`src/rtl/seg7_scan_driver.sv`:
```
// ============================================================================
// Module      : seg7_scan_driver
// Description : Four-digit common-anode 7-segment scanner with per-frame input
//               snapshot, decimal points and whole-display blink.
// Revision    : 1.0 - initial release
// ============================================================================
`default_nettype none

module seg7_scan_driver #(
    parameter int TICK_DIV    = 50000,
    parameter int BLINK_TICKS = 256
) (
    input  logic       clk,
    input  logic       reset,
    input  logic [4:0] message0,
    input  logic [4:0] message1,
    input  logic [4:0] message2,
    input  logic [4:0] message3,
    input  logic [3:0] stop_flag,
    input  logic       end_flag,
    output logic [6:0] seg,
    output logic       dp,
    output logic [3:0] an,
    output logic       frame_tick
);

    localparam int c_PW = (TICK_DIV > 2) ? $clog2(TICK_DIV) : 2;
    localparam int c_BW = (BLINK_TICKS > 1) ? $clog2(BLINK_TICKS) : 1;
    localparam logic [c_PW-1:0] c_PRESC_LAST = c_PW'(TICK_DIV - 1);
    localparam logic [c_BW-1:0] c_BLINK_LAST = c_BW'(BLINK_TICKS - 1);
    localparam logic [4:0]      c_BLANK_CODE = 5'h10;

    logic [c_PW-1:0]  r_presc;
    logic             w_tick;
    logic             r_tick_d;
    logic [1:0]       r_idx;
    logic [3:0][4:0]  r_shadow_msg;
    logic [3:0]       r_shadow_stop;
    logic             r_shadow_end;
    logic [c_BW-1:0]  r_blink_cnt;
    logic             r_blink_on;
    logic             w_lit;
    logic [6:0]       r_seg;
    logic             r_dp;
    logic [3:0]       r_an;
    logic             r_frame_tick;
    logic [6:0]       w_seg_dec;

    function automatic logic [6:0] f_decode(input logic [4:0] code);
        logic [6:0] v;
        case (code)
            5'h00: v = 7'h40;
            5'h01: v = 7'h79;
            5'h02: v = 7'h24;
            5'h03: v = 7'h30;
            5'h04: v = 7'h19;
            5'h05: v = 7'h12;
            5'h06: v = 7'h02;
            5'h07: v = 7'h78;
            5'h08: v = 7'h00;
            5'h09: v = 7'h10;
            5'h0A: v = 7'h08;
            5'h0B: v = 7'h03;
            5'h0C: v = 7'h46;
            5'h0D: v = 7'h21;
            5'h0E: v = 7'h06;
            5'h0F: v = 7'h0E;
            5'h11: v = 7'h3F;
            5'h12: v = 7'h09;
            5'h13: v = 7'h47;
            5'h14: v = 7'h0C;
            5'h15: v = 7'h41;
            5'h16: v = 7'h23;
            5'h17: v = 7'h2F;
            default: v = 7'h7F;
        endcase
        return v;
    endfunction

    assign w_tick    = (r_presc == c_PRESC_LAST);
    assign w_seg_dec = f_decode(r_shadow_msg[r_idx]);
    // A freshly cleared end snapshot forces the display on even if the
    // blink phase has not been re-armed yet.
    assign w_lit     = r_blink_on | ~r_shadow_end;

    always_ff @(posedge clk or negedge reset) begin
        if (!reset) begin
            r_presc  <= '0;
            r_tick_d <= 1'b0;
        end else begin
            r_presc  <= w_tick ? '0 : r_presc + c_PW'(1);
            r_tick_d <= w_tick;
        end
    end

    // Index advance, guard blanking and frame snapshot on the tick.
    always_ff @(posedge clk or negedge reset) begin
        if (!reset) begin
            r_idx         <= 2'd3;
            r_shadow_msg  <= {4{c_BLANK_CODE}};
            r_shadow_stop <= 4'b0000;
            r_shadow_end  <= 1'b0;
            r_frame_tick  <= 1'b0;
        end else begin
            r_frame_tick <= 1'b0;
            if (w_tick) begin
                r_idx <= r_idx + 2'd1;
                if (r_idx == 2'd3) begin
                    r_shadow_msg  <= {message3, message2, message1, message0};
                    r_shadow_stop <= stop_flag;
                    r_shadow_end  <= end_flag;
                    r_frame_tick  <= 1'b1;
                end
            end
        end
    end

    always_ff @(posedge clk or negedge reset) begin
        if (!reset) begin
            r_blink_cnt <= '0;
            r_blink_on  <= 1'b1;
        end else if (!r_shadow_end) begin
            r_blink_cnt <= '0;
            r_blink_on  <= 1'b1;
        end else if (w_tick) begin
            if (r_blink_cnt == c_BLINK_LAST) begin
                r_blink_cnt <= '0;
                r_blink_on  <= ~r_blink_on;
            end else begin
                r_blink_cnt <= r_blink_cnt + c_BW'(1);
            end
        end
    end

    // Outputs: blank anodes the cycle after a tick, drive the new digit one later.
    always_ff @(posedge clk or negedge reset) begin
        if (!reset) begin
            r_an  <= 4'b1111;
            r_seg <= 7'h7F;
            r_dp  <= 1'b1;
        end else if (w_tick) begin
            r_an <= 4'b1111;
        end else if (r_tick_d) begin
            r_seg <= w_seg_dec;
            r_dp  <= ~r_shadow_stop[r_idx];
            r_an  <= w_lit ? ~(4'b0001 << r_idx) : 4'b1111;
        end
    end

    assign seg        = r_seg;
    assign dp         = r_dp;
    assign an         = r_an;
    assign frame_tick = r_frame_tick;

endmodule

`default_nettype wire

```
`config.mk`:
```
export PLATFORM = sky130hd
export DESIGN_NAME = seg7_scan_driver
export DESIGN_NICKNAME = d
export VERILOG_FILES = /design/src/rtl/seg7_scan_driver.sv
export SDC_FILE = /design/constraint.sdc
export NUM_CORES = 1
export LEC_CHECK = 0
export ABC_CLOCK_PERIOD_IN_PS = 4600
export CORE_ASPECT_RATIO = 1.1
export CORE_MARGIN = 2
export CORE_UTILIZATION = 30
export DETAILED_ROUTE_END_ITERATION = 7
export HOLD_SLACK_MARGIN = 0.1
export PLACE_DENSITY_LB_ADDON = 0.08
export SKIP_LAST_GASP = 1
export SLEW_MARGIN = 20
export SYNTH_ARGS = -nofsm -noshare
export SYNTH_HDL_FRONTEND = slang
export SYNTH_SLANG_ARGS = --single-unit
```
`constraint.sdc`:
```
create_clock -name clk -period 4.6 [get_ports clk]
set_input_delay 0.46 -clock clk [delete_from_list [all_inputs] [get_ports clk]]
set_output_delay 0.46 -clock clk [all_outputs]
set_load 0.005 [all_outputs]
```
==> results.json, run 1 <==
{
  "final_max_slew_viol_count": 0,
  "r2r-start": "r_presc[0]",
  "nets": 375,
  "slew_headroom_pct": 35.88,
  "dieWidth_um": 105.3,
  "htreeDepth": 3,
  "rows": 40,
  "syn-instance-count": 292,
  "fin_crit_sh_pct": 55.74,
  "arrival_ns": 2.77,
  "power.density_nw_per_um2": 336.1,
  "worst_pin_slew_ns": 0.9531,
  "grt_max_degree": 67,
  "cts_resized": 0,
  "total_power_mw": 1.427,
  "rsz0062_at_grt": "no",
  "drcViolationCount": 0,
  "drv_cap": 0,
  "timing.final.crit_period_ns": 2.564,
  "cts_tree": "yes",
  "ys_top_cells_by_area": "dfrtp_1 35%, dfstp_2 15%, mux2_1 6.7%",
  "clk_path_buf_depth": 2,
  "r2r_slack_ns": 2.04,
  "critical_path_class": "reg2reg",
  "clock_latency_ns": 0.34,
  "yosysUniqueCellTypes": 43,
  "max_stage_delay_ns": 0.45,
  "p_leak_nw": 1.754,
  "initial_core_util_pct": 30.89,
  "async_reset_ff_share_pct": 100.0,
  "timing.rr.end": "r_shadow_msg[8]",
  "crit_required_ns": 4.81,
  "vias_per_cell": 4.790,
  "die_h_um": 115.4,
  "ys_ff_latch": 66,
  "drt_pass1_iterations": 4,
  "ios": 40,
  "cts_setup_buffers": 0,
  "syn_area_um2": 3386,
  "clock.fmax_mhz": 390.0,
  "drt_iter0_markers": 64,
  "hpwlAfterDp_mm": 4.941,
  "cp_max_fo": 25,
  "synth_top_cell_area_share_pct": 34.74,
  "diodes": 0,
  "io_buffers": 39,
  "setup_viol_count_final": 0,
  "coreArea_um2": 10960,
  "synth.avg_cell_area_um2": 11.60,
  "hold_violations": 0,
  "fill_cells": 1095,
  "tns_ns": 0,
  "reg2regPathDepth": 6,
  "skew_ns": 0.01019,
  "grt_first_pass_wirelength_mm": 12.63,
  "path_cells": "ha_1 > nand3_1 > nor4_4 > buf_4 > nand2_2 > mux2_1",
  "ant_nets": 0,
  "numCtsBuffers": 9,
  "drive_above_1_share_pct": 16.22,
  "routed_wl_mm": 7.356,
  "grt_usage_pct": 13.46,
  "cts.sinks": 66,
  "gp_congestion": 0.8246,
  "ys.warnings.count": 0,
  "gr-total-overflow": 0,
  "cp-start-kind": "flip-flop",
  "slowest_stage": "mux2_1",
  "clkTransAtPathRegs_ns": 0.05,
  "die-area_um2": 12150,
  "grt_pass1_vias": 2383,
  "crit_path_end_kind": "flip-flop",
  "synthFlopType": "dfrtp_1",
  "cts_hold_buf": 0,
  "synth_nets": 333,
  "yosysTopAreaCell": "dfrtp_1",
  "hold_class": "in2async",
  "synth_seq_area_share_pct": 49.48,
  "vias": 2328,
  "regArea_um2": 1675,
  "hold_ws_ns": 0.3238,
  "wl_per_cell_um": 15.14,
  "antenna_found_initial": 0,
  "synth_edf_count": 0,
  "root_buffer": "clkbuf_16",
  "syn2layout_area_growth_pct": 25.39,
  "status": "complete, no violations",
  "peakVddDrop_mv": 0.1414,
  "multi_input_area_um2": 1632
}
## area by class of cell
cell class	count	area share, %
multi-input combinational	208	38.43
clock inverter	5	1.827
inverter	7	0.6189
clock buffer	11	5.718
timing repair buffer	42	9.608
sequential	66	39.46
tap	147	4.332
## synthesized netlist by cell type, types with 7 or more instances
master   number
a21oi_1      12
dfrtp_1      47
dfstp_2      19
ha_1         14
inv_1         7
mux2_1       20
mux2i_1       7
mux4_2        7
nand2_1      28
nor2_1       14
o21ai_0      15
xnor2_1      10
xor2_1       11
## stage by stage
step                      utilization, %  cell area (um2)  worst slack [ns]  std cells
after floorplan                        -             3386             2.272        292
after global placement             35.81             3925             2.002        470
after detailed placement           35.81             3925             2.030        470
after CTS                          38.73             4245             2.007        486
after global routing               38.73             4245             1.797        486
final                              38.73             4245             2.036        486
## where the power goes
part	switching (mW)	internal, mW
clock	0.257	0.487
combinational	0.0371	0.0430
sequential	0.00880	0.594
total	0.302	1.12
## flip-flops by register name, summed over array words and instances (netlist names)
signal,flops
dp,1
an,4
r_shadow_end,1
frame_tick,1
r_shadow_msg,20
r_idx,2
r_shadow_stop,4
r_blink_on,1
seg,7
r_blink_cnt,8
r_tick_d,1
r_presc,16
## worst max path at each step
stage,start,to,slack (ns),cells after the start
2_1_floorplan,r_idx[0],seg[2],2.27,8
3_3_place_gp,r_presc[0],r_shadow_msg[5],2.00,6
3_5_place_dp,r_presc[0],r_shadow_msg[3],2.03,6
4_1_cts,r_presc[0],r_shadow_msg[8],2.01,6
5_1_grt,r_presc[0],r_shadow_msg[15],1.80,6
6_report,r_presc[0],r_shadow_msg[8],2.04,6
## routing by layer
| metal | vias up | GRT usage (%) | share of wire, % |
|---|---|---|---|
| met1 | 1146 | 18.37 | 50 |
| met3 | 8 | 3.656 | 3.5 |
| met4 | 0 | 5.600 | 1.4 |
| li1 | 1132 | - | - |
| met5 | - | 0 | 0 |
| met2 | 42 | 20.30 | 45 |
## critical path: cells and delay by family, from the launching register on
kind                     cells  cell delay, ns
AND/OR/NAND/NOR              3            0.99
multiplexers                 1            0.45
flip-flops                   1            0.42
buffers and inverters        1            0.29
adder cells (fa/ha/maj)      1            0.26
## cells in the final DEF (no fill, tap or decap), drive strengths merged, types with 3 or more instances in the layout
cell / count
dfrtp: 47
clkdlybuf4s50: 38
nand2: 29
mux2: 26
dfstp: 19
o21ai: 15
nor2: 14
ha: 14
a21oi: 12
xor2: 11
clkbuf: 11
xnor2: 10
mux4: 7
inv: 7
mux2i: 7
and2: 6
nand4: 5
nand3: 5
nor2b: 5
nor3: 5
and3: 4
o22ai: 4
nor4: 4
buf: 4
o211ai: 3
nand3b: 3
a31oi: 3
## cells by family after synthesis
logic type                 count (synthesis)  share of synthesized area [%]
DFF                                       66                          49.48
buffers and inverters                     18                          2.328
muxes                                     40                          15.37
adders and majority gates                 14                          5.174
and+or+nand+nor                           89                          14.34
AOI/OAI and AO/OA                         44                          7.872
xor gates and xnor gates                  21                          5.432
No activity file was read; power rests on OpenSTA's default activity.
==> inputs of run 2 (changes only) <==
Settings changed: ABC_CLOCK_PERIOD_IN_PS 4600 to 2200.
Clock period 4.6 ns to 2.2 ns, I/O delays scaled along.
==> run 2 against run 1 <==
Effect of this change:
- first-iteration DRC count fell by 11%
- routed wire length rose by 1.3%
- sequential cell count did not move
- die area did not move
- register-to-register slack got worse by 2.0 ns
- combinational power rose by 140%
- cell count rose by 5.6%
- clock power rose by 110%
- sequential share of layout area fell by 2.6 points
- cell area rose by 6.9%
- critical path type unchanged
- largest cell class is now multi-input combinational cells
- highest routed layer unchanged
==> results.json, run 2 (same netlist as run 1, synthesis figures left out) <==
{
  "hold_class": "in2async",
  "final_common_cell": "dfrtp_1",
  "fin_crit_sh_pct": 96.62,
  "clock.fmax_mhz": 470.4,
  "cp-start-kind": "flip-flop",
  "worst_pin_slew_ns": 0.3841,
  "top_register": "r_shadow_msg",
  "route.met3.wl_um": 255,
  "clkTransAtPathRegs_ns": 0.06,
  "peakVddDrop_mv": 0.3284,
  "slew_headroom_pct": 74.30,
  "stdcell_count": 513,
  "drt_pass1_iterations": 4,
  "coreArea_um2": 10960,
  "critPathBufInv": 1,
  "setup_viol_count_final": 0,
  "mostFrequentLayoutCells": "47 x dfrtp_1, 38 x clkdlybuf4s50_1, 28 x nand2_1, 24 x buf_4, 20 x mux2_1",
  "gr-total-overflow": 0,
  "clock_latency_ns": 0.33,
  "p_switching_mw": 0.6177,
  "vias_per_cell": 4.643,
  "root_buffer": "clkbuf_16",
  "dp.cells": 495,
  "p_leak_nw": 1.897,
  "htreeDepth": 3,
  "path_common_cell": "o21ai_1",
  "crit_required_ns": 2.46,
  "dieWidth_um": 105.3,
  "reg_top3": "r_shadow_msg x20, r_presc x16, r_blink_cnt x8",
  "drv_cap": 0,
  "largest_reg_flops": 20,
  "diodes": 0,
  "slowest_stage": "mux4_2",
  "drt-met1-wl_mm": 3.589,
  "rsz0062_at_grt": "yes",
  "drcViolationCount": 0,
  "hold_violations": 0,
  "crit_path_end_kind": "flip-flop",
  "die-area_um2": 12150,
  "comb_power_share_pct": 6.4,
  "hpwlAfterDp_mm": 5.247,
  "path_delay_family": "multiplexers",
  "drive_above_1_share_pct": 24.86,
  "regArea_um2": 1675,
  "fill_cells": 1047,
  "io_buffers": 39,
  "multi_input_area_um2": 1678,
  "power_frac_seq_pct": 41.7,
  "wl_per_cell_um": 14.53,
  "ios": 40,
  "initial_core_util_pct": 30.89,
  "highest_layer": "met4",
  "p_int_mw": 2.406,
  "tns_ns": 0,
  "power.density_nw_per_um2": 666.1,
  "cp_max_fo": 4,
  "clkPwrFrac_pct": 51.9,
  "antenna_found_initial": 0,
  "rows": 40,
  "path_cells": "mux4_2 > inv_4 > ha_4 > mux2_2 > nand2_1 > o21ai_1 > o21ai_1",
  "cts.sinks": 66,
  "grt_usage_pct": 13.72,
  "final_util_pct": 41.42,
  "max_stage_delay_ns": 0.61,
  "vias": 2382,
  "routed_wl_mm": 7.455,
  "critical_path_class": "reg2reg",
  "hold_ws_ns": 0.4336,
  "clk_path_buf_depth": 2,
  "grt_pass1_vias": 2523,
  "drt_iter0_markers": 57,
  "grt_max_degree": 67,
  "die_h_um": 115.4,
  "grt_first_pass_wirelength_mm": 12.83,
  "wl_met2_mm": 3.483,
  "gp_congestion": 0.7347,
  "numCtsBuffers": 9,
  "arrival_ns": 2.39,
  "timing.final.crit_period_ns": 2.126,
  "ant_nets": 0,
  "cts_tree": "yes",
  "nets": 402,
  "final_max_slew_viol_count": 0,
  "syn2layout_area_growth_pct": 34.07,
  "p_sw_share_pct": 20.43,
  "skew_ns": 0.006978,
  "status": "complete, no violations"
}
run 2: cell type report:
cell class | count | area share (%)
inverters | 7 | 0.6340
clock inverters | 2 | 1.323
well taps | 147 | 4.052
clock buffers | 14 | 5.816
repair buffers | 69 | 14.31
flip-flops and latches | 66 | 36.91
multi-input cells | 208 | 36.96
run 2: power by group through the flow:
stage | clock network (mW) | logic, mW | registers [mW]
floorplan | 0 | 0.0828 | 1.27
global placement | 0 | 0.182 | 1.28
detailed placement | 0 | 0.183 | 1.28
CTS | 1.63 | 0.185 | 1.26
global route | 1.69 | 0.214 | 1.26
finish | 1.57 | 0.192 | 1.26
run 2: through the flow:
| stage | total power, mW | cell area, um2 | setup slack (ns) |
|---|---|---|---|
| final | 3.024 | 4539 | 0.07436 |
| after detailed placement | 1.465 | 4138 | 0.02569 |
| after floorplan | 1.355 | 3392 | 0.002839 |
| after CTS | 3.071 | 4472 | 0.01563 |
| after global placement | 1.463 | 4138 | 0.04835 |
| after global routing | 3.167 | 4539 | -0.03831 |
run 2: tightest hold or removal path, delay by kind of cell:
family	cells	cell delay [ns]
buffers and inverters	3	0.95
run 2: worst paths after layout:
kind / from / endpoint / slack [ns] / cells after the start
setup reg to reg: r_idx[0] / seg[2] / 0.07 / 7
max in group asynchronous: reset / seg[6] / 1.42 / 3
min in group clk: seg[3] / seg[3] / 0.46 / 2
hold / removal: reset / r_presc[15] / 0.43 / 3
setup / recovery: r_idx[0] / seg[2] / 0.07 / 7
hold reg to reg: seg[3] / seg[3] / 0.46 / 2
run 2: layer usage:
layer,vias up,GRT usage (%)
met1,1152,18.42
met5,-,0
li1,1184,-
met3,10,3.262
met2,36,21.20
met4,0,6.133
run 2: timing repair:
item | in CTS | in global routing
setup endpoints to repair | 0 | 10
gates resized for setup | 0 | 18
setup buffers | 0 | 1
hold endpoints to repair | 47 | 0
hold buffers | 1 | 0
